$ cat src/rtl/uart_tx_pkg.sv
// Shared types and line-level constants for the UART transmit framer.
package uart_tx_pkg;

  typedef enum logic [2:0] {
    IDLE,
    START,
    DATA,
    PARITY,
    STOP
  } state_t;

  localparam logic PAR_EVEN  = 1'b0;
  localparam logic PAR_ODD   = 1'b1;
  localparam logic STOP_ONE  = 1'b0;
  localparam logic STOP_TWO  = 1'b1;
  localparam logic IDLE_LVL  = 1'b1;
  localparam logic START_LVL = 1'b0;

endpackage

$ cat src/rtl/uart_tx_parity_calc.sv
// Combinational parity over the active low-order len bits of a data word.
module uart_tx_parity_calc
  import uart_tx_pkg::*;
#(
  parameter int DATA_WIDTH = 8,
  parameter int CNT_W      = $clog2(DATA_WIDTH + 1)
) (
  input  logic [DATA_WIDTH-1:0] data,
  input  logic [CNT_W-1:0]      len,
  input  logic                  par_typ,
  output logic                  parity
);

  logic [DATA_WIDTH-1:0] mask;
  logic                  xor_all;

  // Bits at or above len do not take part in the parity.
  generate
    for (genvar gi = 0; gi < DATA_WIDTH; gi++) begin : g_mask
      assign mask[gi] = (len > CNT_W'(gi));
    end
  endgenerate

  assign xor_all = ^(data & mask);
  assign parity  = (par_typ == PAR_EVEN) ? xor_all : ~xor_all;

endmodule

$ cat src/rtl/uart_tx_frame_serializer.sv
// UART transmit framer: start bit, len data bits, optional parity, 1 or 2 stop bits.
// All outputs are registered and are loaded with the value for the state being
// entered, so the start bit appears directly after the accepting edge.
module uart_tx_frame_serializer
  import uart_tx_pkg::*;
#(
  parameter int DATA_WIDTH = 8,
  parameter bit MSB_FIRST  = 1'b0,
  parameter int CNT_W      = $clog2(DATA_WIDTH + 1)
) (
  input  logic                  CLK,
  input  logic                  RST,
  input  logic [DATA_WIDTH-1:0] P_DATA,
  input  logic                  DATA_VALID,
  input  logic                  PAR_EN,
  input  logic                  PAR_TYP,
  input  logic                  STOP2,
  input  logic [CNT_W-1:0]      DATA_LEN,
  output logic                  TX_OUT,
  output logic                  BUSY,
  output logic                  DATA_ACK,
  output logic                  FRAME_DONE
);

  state_t                state_reg, state_next;
  logic [CNT_W-1:0]      cnt_reg, cnt_next;
  logic [DATA_WIDTH-1:0] data_reg, data_next;
  logic [CNT_W-1:0]      len_reg, len_next;
  logic                  par_en_reg, par_en_next;
  logic                  par_typ_reg, par_typ_next;
  logic                  stop2_reg, stop2_next;
  logic                  tx_reg, tx_next;
  logic                  busy_reg, busy_next;
  logic                  ack_reg, ack_next;
  logic                  done_reg, done_next;

  logic                  parity_bit;
  logic                  accept;
  logic                  final_stop;
  logic [CNT_W-1:0]      stop_last;
  logic [CNT_W-1:0]      len_in;
  logic [CNT_W-1:0]      bit_idx;
  logic [DATA_WIDTH-1:0] shifted;

  uart_tx_parity_calc #(
    .DATA_WIDTH (DATA_WIDTH),
    .CNT_W      (CNT_W)
  ) u_parity (
    .data    (data_reg),
    .len     (len_reg),
    .par_typ (par_typ_reg),
    .parity  (parity_bit)
  );

  // State, counter, latched frame config and registered outputs.
  always_ff @(posedge CLK or negedge RST) begin
    if (!RST) begin
      state_reg   <= IDLE;
      cnt_reg     <= '0;
      data_reg    <= '0;
      len_reg     <= CNT_W'(DATA_WIDTH);
      par_en_reg  <= 1'b0;
      par_typ_reg <= PAR_EVEN;
      stop2_reg   <= STOP_ONE;
      tx_reg      <= IDLE_LVL;
      busy_reg    <= 1'b0;
      ack_reg     <= 1'b0;
      done_reg    <= 1'b0;
    end else begin
      state_reg   <= state_next;
      cnt_reg     <= cnt_next;
      data_reg    <= data_next;
      len_reg     <= len_next;
      par_en_reg  <= par_en_next;
      par_typ_reg <= par_typ_next;
      stop2_reg   <= stop2_next;
      tx_reg      <= tx_next;
      busy_reg    <= busy_next;
      ack_reg     <= ack_next;
      done_reg    <= done_next;
    end
  end

  // Next state, config latch on acceptance, and output values for the next state.
  always_comb begin
    state_next   = state_reg;
    cnt_next     = cnt_reg;
    data_next    = data_reg;
    len_next     = len_reg;
    par_en_next  = par_en_reg;
    par_typ_next = par_typ_reg;
    stop2_next   = stop2_reg;
    tx_next      = IDLE_LVL;
    bit_idx      = '0;
    shifted      = '0;

    // Last stop cycle index: 0 for one stop bit, 1 for two.
    stop_last  = (stop2_reg == STOP_TWO) ? CNT_W'(1) : CNT_W'(0);
    final_stop = (state_reg == STOP) && (cnt_reg == stop_last);
    accept     = DATA_VALID && ((state_reg == IDLE) || final_stop);

    // Zero or oversize lengths fall back to the full word width.
    len_in = ((DATA_LEN == '0) || (DATA_LEN > CNT_W'(DATA_WIDTH))) ?
             CNT_W'(DATA_WIDTH) : DATA_LEN;

    if (accept) begin
      data_next    = P_DATA;
      len_next     = len_in;
      par_en_next  = PAR_EN;
      par_typ_next = PAR_TYP;
      stop2_next   = STOP2;
    end

    case (state_reg)
      IDLE: begin
        if (accept) begin
          state_next = START;
          cnt_next   = '0;
        end
      end
      START: begin
        state_next = DATA;
        cnt_next   = '0;
      end
      DATA: begin
        if (cnt_reg == len_reg - CNT_W'(1)) begin
          state_next = par_en_reg ? PARITY : STOP;
          cnt_next   = '0;
        end else begin
          cnt_next = cnt_reg + CNT_W'(1);
        end
      end
      PARITY: begin
        state_next = STOP;
        cnt_next   = '0;
      end
      STOP: begin
        if (final_stop) begin
          state_next = accept ? START : IDLE;
          cnt_next   = '0;
        end else begin
          cnt_next = cnt_reg + CNT_W'(1);
        end
      end
      default: begin
        state_next = IDLE;
        cnt_next   = '0;
      end
    endcase

    // Data bits only go out after START, by which time data_reg is latched.
    bit_idx = MSB_FIRST ? (len_reg - cnt_next - CNT_W'(1)) : cnt_next;
    shifted = data_reg >> bit_idx;

    case (state_next)
      START:   tx_next = START_LVL;
      DATA:    tx_next = shifted[0];
      PARITY:  tx_next = parity_bit;
      default: tx_next = IDLE_LVL;
    endcase

    busy_next = (state_next != IDLE);
    ack_next  = accept;
    done_next = (state_next == STOP) && (cnt_next == stop_last);
  end

  assign TX_OUT     = tx_reg;
  assign BUSY       = busy_reg;
  assign DATA_ACK   = ack_reg;
  assign FRAME_DONE = done_reg;

endmodule
$ cat config.mk
export PLATFORM = sky130hd
export DESIGN_NAME = uart_tx_frame_serializer
export DESIGN_NICKNAME = d
export VERILOG_FILES = /design/src/rtl/uart_tx_pkg.sv /design/src/rtl/uart_tx_parity_calc.sv /design/src/rtl/uart_tx_frame_serializer.sv
export SDC_FILE = /design/constraint.sdc
export NUM_CORES = 1
export LEC_CHECK = 0
export CORE_UTILIZATION = 40
export CTS_BUF_LIST = sky130_fd_sc_hd__clkbuf_8
export CTS_CLUSTER_DIAMETER = 150
export CTS_CLUSTER_SIZE = 25
export DETAILED_ROUTE_END_ITERATION = 12
export HOLD_SLACK_MARGIN = 0.08
export MAX_ROUTING_LAYER = met4
export PLACE_DENSITY = 0.72
export SLEW_MARGIN = 5
export SYNTH_ARGS = -nofsm -noshare
export SYNTH_HDL_FRONTEND = slang
export SYNTH_SLANG_ARGS = --single-unit
$ cat constraint.sdc
create_clock -name CLK -period 2.8 [get_ports CLK]
set_input_delay 0.42 -clock CLK [delete_from_list [all_inputs] [get_ports CLK]]
set_output_delay 0.42 -clock CLK [all_outputs]
set_load 0.01 [all_outputs]
==> key figures, run 1 <==
Run status
  • Status: finished, final reports clean

STA
  • Total of endpoints with negative setup slack in the final report: 0
  • Unrepaired setup endpoints after global routing: false
  • Actual transition at the worst max-transition pin: 0.3858 ns
  • Setup_tns: 0 ns
  • Fin Hold WS: 0.5066 ns
  • Max-slew violation count: 0
  • Final min period: 2.563 ns
  • Clock skew: roughly 0.0033 ns
  • Share of the cycle needed by the critical path after routing: between 90% and 100%
  • Highest attainable clock frequency: 390.2 MHz
  • Rel. slew slack: 74.04%
  • Hold violation count in the final report: 0

Die
  • Total I/O pin count: 22
  • Die width: roughly 65 um
  • Overall die area: approximately 4200 um2
  • Core footprint: 3716 um2
  • Row cnt: 22
  • Height of the chip: around 65 um
  • Starting utilization of the core area: a little over two fifths

Finish
  • Area of the multi-input gates: 848.3 um2
  • Layout Area Growth over Synthesis: 21.28%
  • Share of post-route cells with drive strength above 1: 10.53%
  • Number of flip-flops in the largest register: 8
  • # nets final: 213
  • Fin area: about 1900 um2
  • Register cell area after layout: 654.4 um2
  • Number of fill cells in the layout: 346
  • Final standard cell utilization of the core: 51.25%
  • Diode count: 0

CTS
  • Number of buffers created by CTS: 3
  • Hold buffer count at cts: 0
  • Post-cts resize count: 0
  • Maximum count of clock buffers along a single path: 2
  • Number of setup buffers added after CTS: 0
  • Clock slew at reported path FFs: 0.09 ns
  • CTS tree: built
  • Total number of clock tree sinks: 26
  • Root buffer cell: clkbuf_8
  • Number of H-tree levels: 1
  • Clk_lat worst skew: 0.27 ns

Critical path
  • Largest fanout on the critical path: 5
  • Arrival time of data at the critical path endpoint: 2.75 ns
  • Worst reg2reg path startpoint: len_reg[1]$_DFFE_PN0P_
  • R2r worst-path depth: 8
  • Setup crit end kind: flop
  • Crit start category: flop
  • Minimum setup slack among reg-to-reg paths: between 0.2 and 0.25 ns
  • Worst reg2reg path endpoint: TX_OUT$_DFF_PN1_
  • Data required time at the worst endpoint: 2.99 ns
  • Kind of critical path: reg -> reg
  • Start point of the critical path: len_reg[1]$_DFFE_PN0P_

Power and ir drop
  • Power density relative to cell area: 1134 nW/um2
  • Worst vdd ir: 0.6517 mV
  • Leakage dissipation: ~0.00086 uW

Logic synthesis
  • Ys async rst share: 100.0%
  • Post-synthesis instance total: 168
  • Syn avg cell area: 9.347 um2
  • Number of different library cells in the post-synthesis netlist: 43
  • Post-synthesis adder-cell area fraction: under 10%
  • Area fraction in compound gates after synthesis: 16.41%
  • Register area share after synthesis: 41.59%
  • Number of enable flip-flop cells after synthesis: 0
  • Commonest register cell after synthesis: dfrtp_1
  • Combinational family with the most area after synthesis: simple AND/OR/NAND/NOR gates
  • Number of synthesis warnings: 0
  • Syn Std Cell Area: around 1600 um2
  • Simple-gate area share of the yosys netlist: between 20% and 30%
  • Post-synthesis net count: 190
  • Multiplexer share of the synthesized area: approximately 4.0%
  • Seq cells post-synth: 26
  • XOR/XNOR Fraction of Synth Area: a little under a tenth

Min path
  • Min-Delay Path Class: in -> async

Routing
  • Vias after detailed routing: 1257
  • TritonRoute pass-1 iters: 4
  • Number of routed nets with antenna violations: 0
  • Post-DR wirelength/cell: 13.53 um
  • Wire length reported by the detailed router: 3221 um
  • Via-to-Cell Ratio: about 5.3
  • Initial detailed-routing violation count: 27
  • Remaining routing DRC violations: 0

Global route
  • Largest net degree at the start of global routing: 27
  • First-pass GRT wire length: 5913 um
  • Number of antenna violations at the first check in global routing: 0
  • Vias in the first global route: 1259
  • Global routing usage summed across all routing layers: 18.75%
  • GR Overflow Total: 0

Place
  • HPWL after detailed placement: 2387 um
  • Routability cong.: approximately 0.84
  • IO buf count: 21
  • Post-place instance area: 1832 um2

Flow run
  • Max Cap Violations: 0
power by group:
part / leakage, uW / total (uW) / switching, uW / internal [uW]
clock network: 0.0000357 / 309 / 117 / 191
logic: 0.000495 / 1120 / 546 / 572
registers: 0.000326 / 733 / 190 / 543
total: 0.000856 / 2160 / 853 / 1310
cell usage in the layout (no fill, tap or decap), types with 2 or more instances in the layout:
master and n:
nor4_1 2, a21oi_1 4, nor2_1 10, a211o_1 2
or3_1 2, xnor2_2 2, xnor2_1 2, nand3_1 4
nand3b_1 2, mux2i_1 4, buf_4 4, nor3_1 3
inv_1 8, dfstp_2 2, xnor3_1 2, o311ai_0 3
clkbuf_8 3, xor2_1 6, mux2_2 2, nand2b_1 6
dfrtp_1 23, ha_1 4, nand2_1 34, o21ai_0 13
clkdlybuf4s50_1 21, o21a_1 2, a21o_1 2
critical path: stages, from the launching register on:
cell and delay (ns):
dfrtp_1 0.44, inv_1 0.11, ha_1 0.24, xnor3_1 0.32, nand3_1 0.15, o21a_1 0.25, o31ai_2 0.37, mux2_2 0.39
o311ai_2 0.20
cell families (layout without fill, tap and decap cells):
logic type | after synthesis | in the layout
AND/OR/NAND/NOR | 69 | 69
adder cells (fa/ha/maj) | 4 | 4
flip-flops | 26 | 26
XOR/XNOR | 12 | 12
multiplexers | 6 | 6
buffers and inverters | 15 | 37
AO/OA/AOI/OAI | 36 | 36
per-layer routing:
metal  wire length, um  share of wire (%)  up-vias  track usage, %
li1                  -                  -      629               -
met1              1520                 47      592           24.16
met2              1541                 48       31           30.66
met3               115                3.6        5           2.113
met4                44                1.4        0           6.389
met5                 0                  0        -               -
final cells by class:
cell class | instances | area share (%)
inverters | 8 | 1.577
multi-input cells | 127 | 44.55
well taps | 48 | 3.154
clock inverters | 1 | 1.577
repair buffers | 25 | 12.61
clock buffers | 3 | 2.168
flip-flops and latches | 26 | 34.36
Yosys cell counts (3+ instances only):
cell type	count	share of area [%]
ha_1	4	3.2
o21ai_0	13	4.1
xor2_1	6	3.3
nand2_1	34	8.1
nor2_1	10	2.4
nand3_1	4	1.3
buf_2	4	1.3
dfrtp_1	24	38
nor3_1	3	0.96
a21oi_1	4	1.3
mux2i_1	4	2.5
o311ai_0	3	1.7
inv_1	8	1.9
nand2b_1	6	2.4
stage by stage:
stage	power, uW	cells	setup WS (ns)
detailed placement	1851	234	0.2533
floorplan	1560	168	0.4380
global route	2334	238	0.02899
global placement	1838	234	0.3337
finish	2159	238	0.2373
CTS	2169	238	0.2094
worst max path at each step:
stage	endpoint	slack [ns]	cells past startpoint
floorplan	TX_OUT$_DFF_PN1_	0.44	8
global placement	TX_OUT$_DFF_PN1_	0.33	8
detailed placement	TX_OUT$_DFF_PN1_	0.25	8
CTS	TX_OUT$_DFF_PN1_	0.21	8
global route	TX_OUT$_DFF_PN1_	0.03	9
finish	TX_OUT$_DFF_PN1_	0.24	8
Power figures use the tool's default switching activity.
==> run 2, diff against run 1 <==
- clock period: 2.8 -> 3.2 ns (I/O delays scaled with it)
==> key figures, run 2 (synthesis results as in run 1) <==
Critical path
  • Buffers and inverters on the worst path: 1
  • Data required time at the worst endpoint: 3.38 ns
  • Delay of the slowest cell on the worst path: 0.46 ns
  • Chain of cells forming the critical path: inv_1 -> ha_1 -> xnor3_1 -> nand3_1 -> o21a_1 -> o31ai_2 -> mux2_2 -> o311ai_2
  • Kind of critical path: reg -> reg
  • Setup crit end kind: flop
  • Family of cells with the greatest summed delay on the critical path: compound AO/OA/AOI/OAI gates
  • Crit start category: flop
  • Slowest library cell on the worst path: dfrtp_1
  • Arrival time of data at the critical path endpoint: approximately 2.8 ns
  • Largest fanout on the critical path: 5

CTS
  • Post-cts resize count: 0
  • Clk_lat worst skew: 0.27 ns
  • Number of setup buffers added after CTS: 0
  • Number of H-tree levels: 1
  • Number of buffers created by CTS: 3
  • Clock slew at reported path FFs: ~0.09 ns
  • Hold buffer count at cts: 0
  • CTS tree: built
  • Root buffer cell: clkbuf_8
  • Total number of clock tree sinks: 26
  • Maximum count of clock buffers along a single path: 2

Power and ir drop
  • Worst vdd ir: 0.4541 mV
  • Leakage dissipation: 0.0008579 uW
  • Power density relative to cell area: 992.4 nW/um2

Finish
  • Final standard cell utilization of the core: 51.21%
  • Share of post-route cells with drive strength above 1: 10.00%
  • Number of flip-flops in the largest register: 8
  • Commonest non-fill, non-tap cell in the layout: nand2_1
  • Layout Area Growth over Synthesis: 21.20%
  • Commonest non-fill, non-tap cells in the layout: nand2_1 (34), dfrtp_1 (24), clkdlybuf4s50_1 (21)
  • Diode count: 0
  • # nets final: 213
  • Final Instance Count excl. Fillers: 238

Routing
  • Wire length reported by the detailed router: ~3100 um
  • Via-to-Cell Ratio: a little over 5
  • Number of routed nets with antenna violations: 0
  • Post-DR wirelength/cell: 12.91 um
  • Remaining routing DRC violations: 0
  • TritonRoute pass-1 iters: 4
  • Vias after detailed routing: 1222
  • Initial detailed-routing violation count: 38

Die
  • Row cnt: 22
  • Starting utilization of the core area: 42.26%
  • Overall die area: 4180 um2
  • Die width: 64.66 um
  • Height of the chip: 64.66 um
  • Core footprint: roughly 3700 um2
  • Total I/O pin count: 22

Place
  • Worst slack, placed: 0.6395 ns
  • Routability cong.: 0.8398
  • HPWL after detailed placement: 2327 um
  • Post-placement cell count: 234
  • IO buf count: 21

STA
  • Hold violation count in the final report: 0
  • Actual transition at the worst max-transition pin: 0.3777 ns
  • Final min period: 2.592 ns
  • Total of endpoints with negative setup slack in the final report: 0
  • Worst path setup slack after routing: 0.6075 ns
  • Share of the cycle needed by the critical path after routing: 81.01%
  • Max-slew violation count: 0
  • Fin Hold WS: between 0.5 and 0.6 ns
  • Clock skew: between 0.004 and 0.005 ns
  • Highest attainable clock frequency: 385.7 MHz
  • Setup_tns: 0 ns
  • Unrepaired setup endpoints after global routing: false
  • Rel. slew slack: between 70% and 80%

Global route
  • First-pass GRT wire length: 5706 um
  • Vias in the first global route: 1269
  • Largest net degree at the start of global routing: 27
  • GR Overflow Total: 0
  • Number of antenna violations at the first check in global routing: 0
  • Global routing usage summed across all routing layers: 17.96%

Run status
  • Status: finished, final reports clean

Flow run
  • Max Cap Violations: 0

Min path
  • Min-Delay Path Class: reg -> reg
[run 2: cell type report]
type	instances	area, um2
timing repair buffer	25	240.2
fill	339	1813
tap	48	60.06
inverter	8	30.03
multi-input combinational	127	848.3
clock inverter	1	30.03
clock buffer	3	41.29
sequential	26	653.1
[run 2: worst paths after layout]
check | start | to | slack, ns | cells after the start
min reg2reg | data_reg[3]$_DFFE_PN0P_ | data_reg[3]$_DFFE_PN0P_ | 0.51 | 2
min | data_reg[3]$_DFFE_PN0P_ | data_reg[3]$_DFFE_PN0P_ | 0.51 | 2
max | len_reg[1]$_DFFE_PN0P_ | TX_OUT$_DFF_PN1_ | 0.61 | 8
max in group asynchronous | RST | TX_OUT$_DFF_PN1_ | 2.34 | 2
min in group asynchronous | RST | par_typ_reg$_DFFE_PN0P_ | 0.57 | 2
max reg2reg | len_reg[1]$_DFFE_PN0P_ | TX_OUT$_DFF_PN1_ | 0.61 | 8
[run 2: layer usage]
| metal | up-vias | wire length [um] | global-route usage [%] |
|---|---|---|---|
| met3 | 6 | 85 | 1.408 |
| met1 | 566 | 1482 | 23.82 |
| li1 | 625 | - | - |
| met2 | 25 | 1438 | 28.82 |
| met4 | 0 | 65 | 6.667 |
| met5 | - | 0 | - |
[run 2: through the flow]
stage	total power (uW)	instance area, um2
after CTS	1897	1903
after floorplan	1365	1570
final	1889	1903
after global placement	1610	1832
after global routing	2050	1903
after detailed placement	1624	1832
[run 2: tightest hold or removal path, cell delays in order, from the launching register on]
cell	delay, ns
dfrtp_1	0.36
nand2_1	0.06
nand2_1	0.06
[run 2: power breakdown]
| group | internal, uW | switching (uW) | total [uW] |
|---|---|---|---|
| sequential | 474 | 162 | 636 |
| clock | 167 | 100 | 268 |
| combinational | 502 | 483 | 985 |
==> run 3, diff against run 2 <==
- clock period: 3.2 -> 2.4 ns (I/O delays scaled with it)
==> key figures, run 3 (synthesis results as in run 1) <==
Run status
  • Status: finished, final reports clean

STA
  • Clock skew: 0.003205 ns
  • Total of endpoints with negative setup slack in the final report: 0
  • Rel. slew slack: 70.25%
  • Final min period: 2.313 ns
  • Highest attainable clock frequency: 432.3 MHz
  • Hold violation count in the final report: 0
  • Share of the cycle needed by the critical path after routing: 96.38%
  • Max-slew violation count: 0
  • Actual transition at the worst max-transition pin: ~0.44 ns

Finish
  • Share of post-route cells with drive strength above 1: 19.50%
  • Area of the multi-input gates: 915.9 um2
  • Commonest non-fill, non-tap cell in the layout: nand2_1
  • Commonest non-fill, non-tap cells in the layout: nand2_1 (34), dfrtp_1 (24), clkdlybuf4s50_1 (21)
  • # nets final: 223
  • Diode count: 0
  • Layout Area Growth over Synthesis: 30.28%
  • Final Instance Count excl. Fillers: ~250
  • Number of fill cells in the layout: ~350
  • Register cell area after layout: approximately 650 um2
  • Number of flip-flops in the largest register: 8

Place
  • Post-placement cell count: 244
  • IO buf count: 21
  • Routability cong.: 0.9330
  • HPWL after detailed placement: 2453 um

Critical path
  • Largest fanout on the critical path: 5
  • Chain of cells forming the critical path: inv_2 -> ha_4 -> xor2_2 -> nand3_2 -> o21a_4 -> o311ai_2 -> mux2i_1 -> a2111o_1 -> o311ai_2
  • Data required time at the worst endpoint: 2.59 ns
  • Buffers and inverters on the worst path: 1
  • Family of cells with the greatest summed delay on the critical path: compound AO/OA/AOI/OAI gates
  • Arrival time of data at the critical path endpoint: 2.50 ns
  • Kind of critical path: reg -> reg
  • Setup crit end kind: flop
  • Delay of the slowest cell on the worst path: just over 0.4 ns
  • Crit start category: flop
  • Slowest library cell on the worst path: dfrtp_1
  • Most used cell along the critical path: o311ai_2

Die
  • Total I/O pin count: 22
  • Starting utilization of the core area: 42.26%
  • Row cnt: 22
  • Height of the chip: 64.66 um
  • Overall die area: 4180 um2
  • Core footprint: approximately 3700 um2
  • Die width: approximately 65 um

Routing
  • Via-to-Cell Ratio: 5.210
  • Initial detailed-routing violation count: 64
  • Remaining routing DRC violations: 0
  • Number of routed nets with antenna violations: 0
  • TritonRoute pass-1 iters: 4
  • Vias after detailed routing: between 1k and 1.5k
  • Post-DR wirelength/cell: 13.84 um
  • Wire length reported by the detailed router: between 3000 and 4000 um

Global route
  • Number of antenna violations at the first check in global routing: 0
  • Vias in the first global route: 1332
  • Largest net degree at the start of global routing: 27
  • Global routing usage summed across all routing layers: 19.14%
  • First-pass GRT wire length: slightly below 6000 um
  • GR Overflow Total: 0

CTS
  • Root buffer cell: clkbuf_8
  • Hold buffer count at cts: 0
  • Number of H-tree levels: 1
  • Total number of clock tree sinks: 26
  • Clk_lat worst skew: 0.27 ns
  • Clock slew at reported path FFs: 0.09 ns
  • Number of setup buffers added after CTS: 0
  • Maximum count of clock buffers along a single path: 2
  • Number of buffers created by CTS: 3
  • CTS tree: built

Power and ir drop
  • Leakage dissipation: 0.0009184 uW
  • Final Total Pwr: 2721 uW
  • Power density relative to cell area: around 1300 nW/um2
  • Worst vdd ir: 0.5702 mV

Flow run
  • Max Cap Violations: 0

Min path
  • Min-Delay Path Class: in -> async
## run 3: changes by cell type in the layout (fill, tap and decap cells not counted), sizes merged
cell | before | now
buf | 4 | 14
## run 3: worst paths after layout
check | cells after the start | end | from | slack (ns)
max reg2reg | 9 | TX_OUT$_DFF_PN1_ | len_reg[0]$_DFFE_PN0P_ | 0.09
min reg2reg | 2 | par_typ_reg$_DFFE_PN0P_ | par_typ_reg$_DFFE_PN0P_ | 0.51
max in group asynchronous | 2 | TX_OUT$_DFF_PN1_ | RST | 1.66
max | 9 | TX_OUT$_DFF_PN1_ | len_reg[0]$_DFFE_PN0P_ | 0.09
min | 2 | data_reg[7]$_DFFE_PN0P_ | RST | 0.44
min in group CLK | 2 | par_typ_reg$_DFFE_PN0P_ | par_typ_reg$_DFFE_PN0P_ | 0.51
## run 3: stage by stage
step / area (um2) / setup TNS, ns / hold slack [ns] / utilization, % / setup slack (ns)
floorplan: 1570 / 0 / 0.06441 / - / 0.03803
global placement: 1907 / 0 / 0.4885 / 51.31 / 0.1000
detailed placement: 1907 / 0 / 0.4942 / 51.31 / 0.04615
CTS: 1978 / 0 / 0.4515 / 53.23 / 0.007768
global route: 2046 / -0.04629 / 0.4787 / 55.05 / -0.04629
finish: 2046 / 0 / 0.4433 / 55.05 / 0.08688
## run 3: worst register-to-register path: cells and delay by family, from the launching register on
family	cells	cell delay, ns
AOI/OAI and AO/OA	4	1.05
xor gates and xnor gates	1	0.19
adders and majority gates	1	0.21
buffers and inverters	1	0.09
DFF	1	0.41
muxes	1	0.12
and+or+nand+nor	1	0.15
## run 3: what timing repair did
action | in CTS | in global routing
endpoints found under the setup margin | 1 | 2
resized for setup | 1 | 13
pin swaps | 1 | 7
## run 3: report_power, final
group	switching (uW)	total, uW	leakage, uW	internal, uW
Combinational	764	1530	0.000556	766
Sequential	197	829	0.000327	632
Clock	139	362	0.0000357	223
## run 3: area by class of cell
cell class / instances / area share (%)
multi-input combinational: 127 / 44.77
sequential: 26 / 31.93
timing repair buffer: 35 / 15.41
tap: 48 / 2.936
clock buffer: 3 / 2.018
clock inverter: 1 / 1.468
inverter: 8 / 1.468
## run 3: routing by layer
| metal | vias to the layer above | track usage (%) | wire [um] |
|---|---|---|---|
| met5 | - | - | 0 |
| met4 | 0 | 8.056 | 87 |
| met3 | 9 | 2.113 | 142 |
| met2 | 37 | 30.66 | 1621 |
| met1 | 602 | 24.66 | 1580 |
| li1 | 644 | - | - |
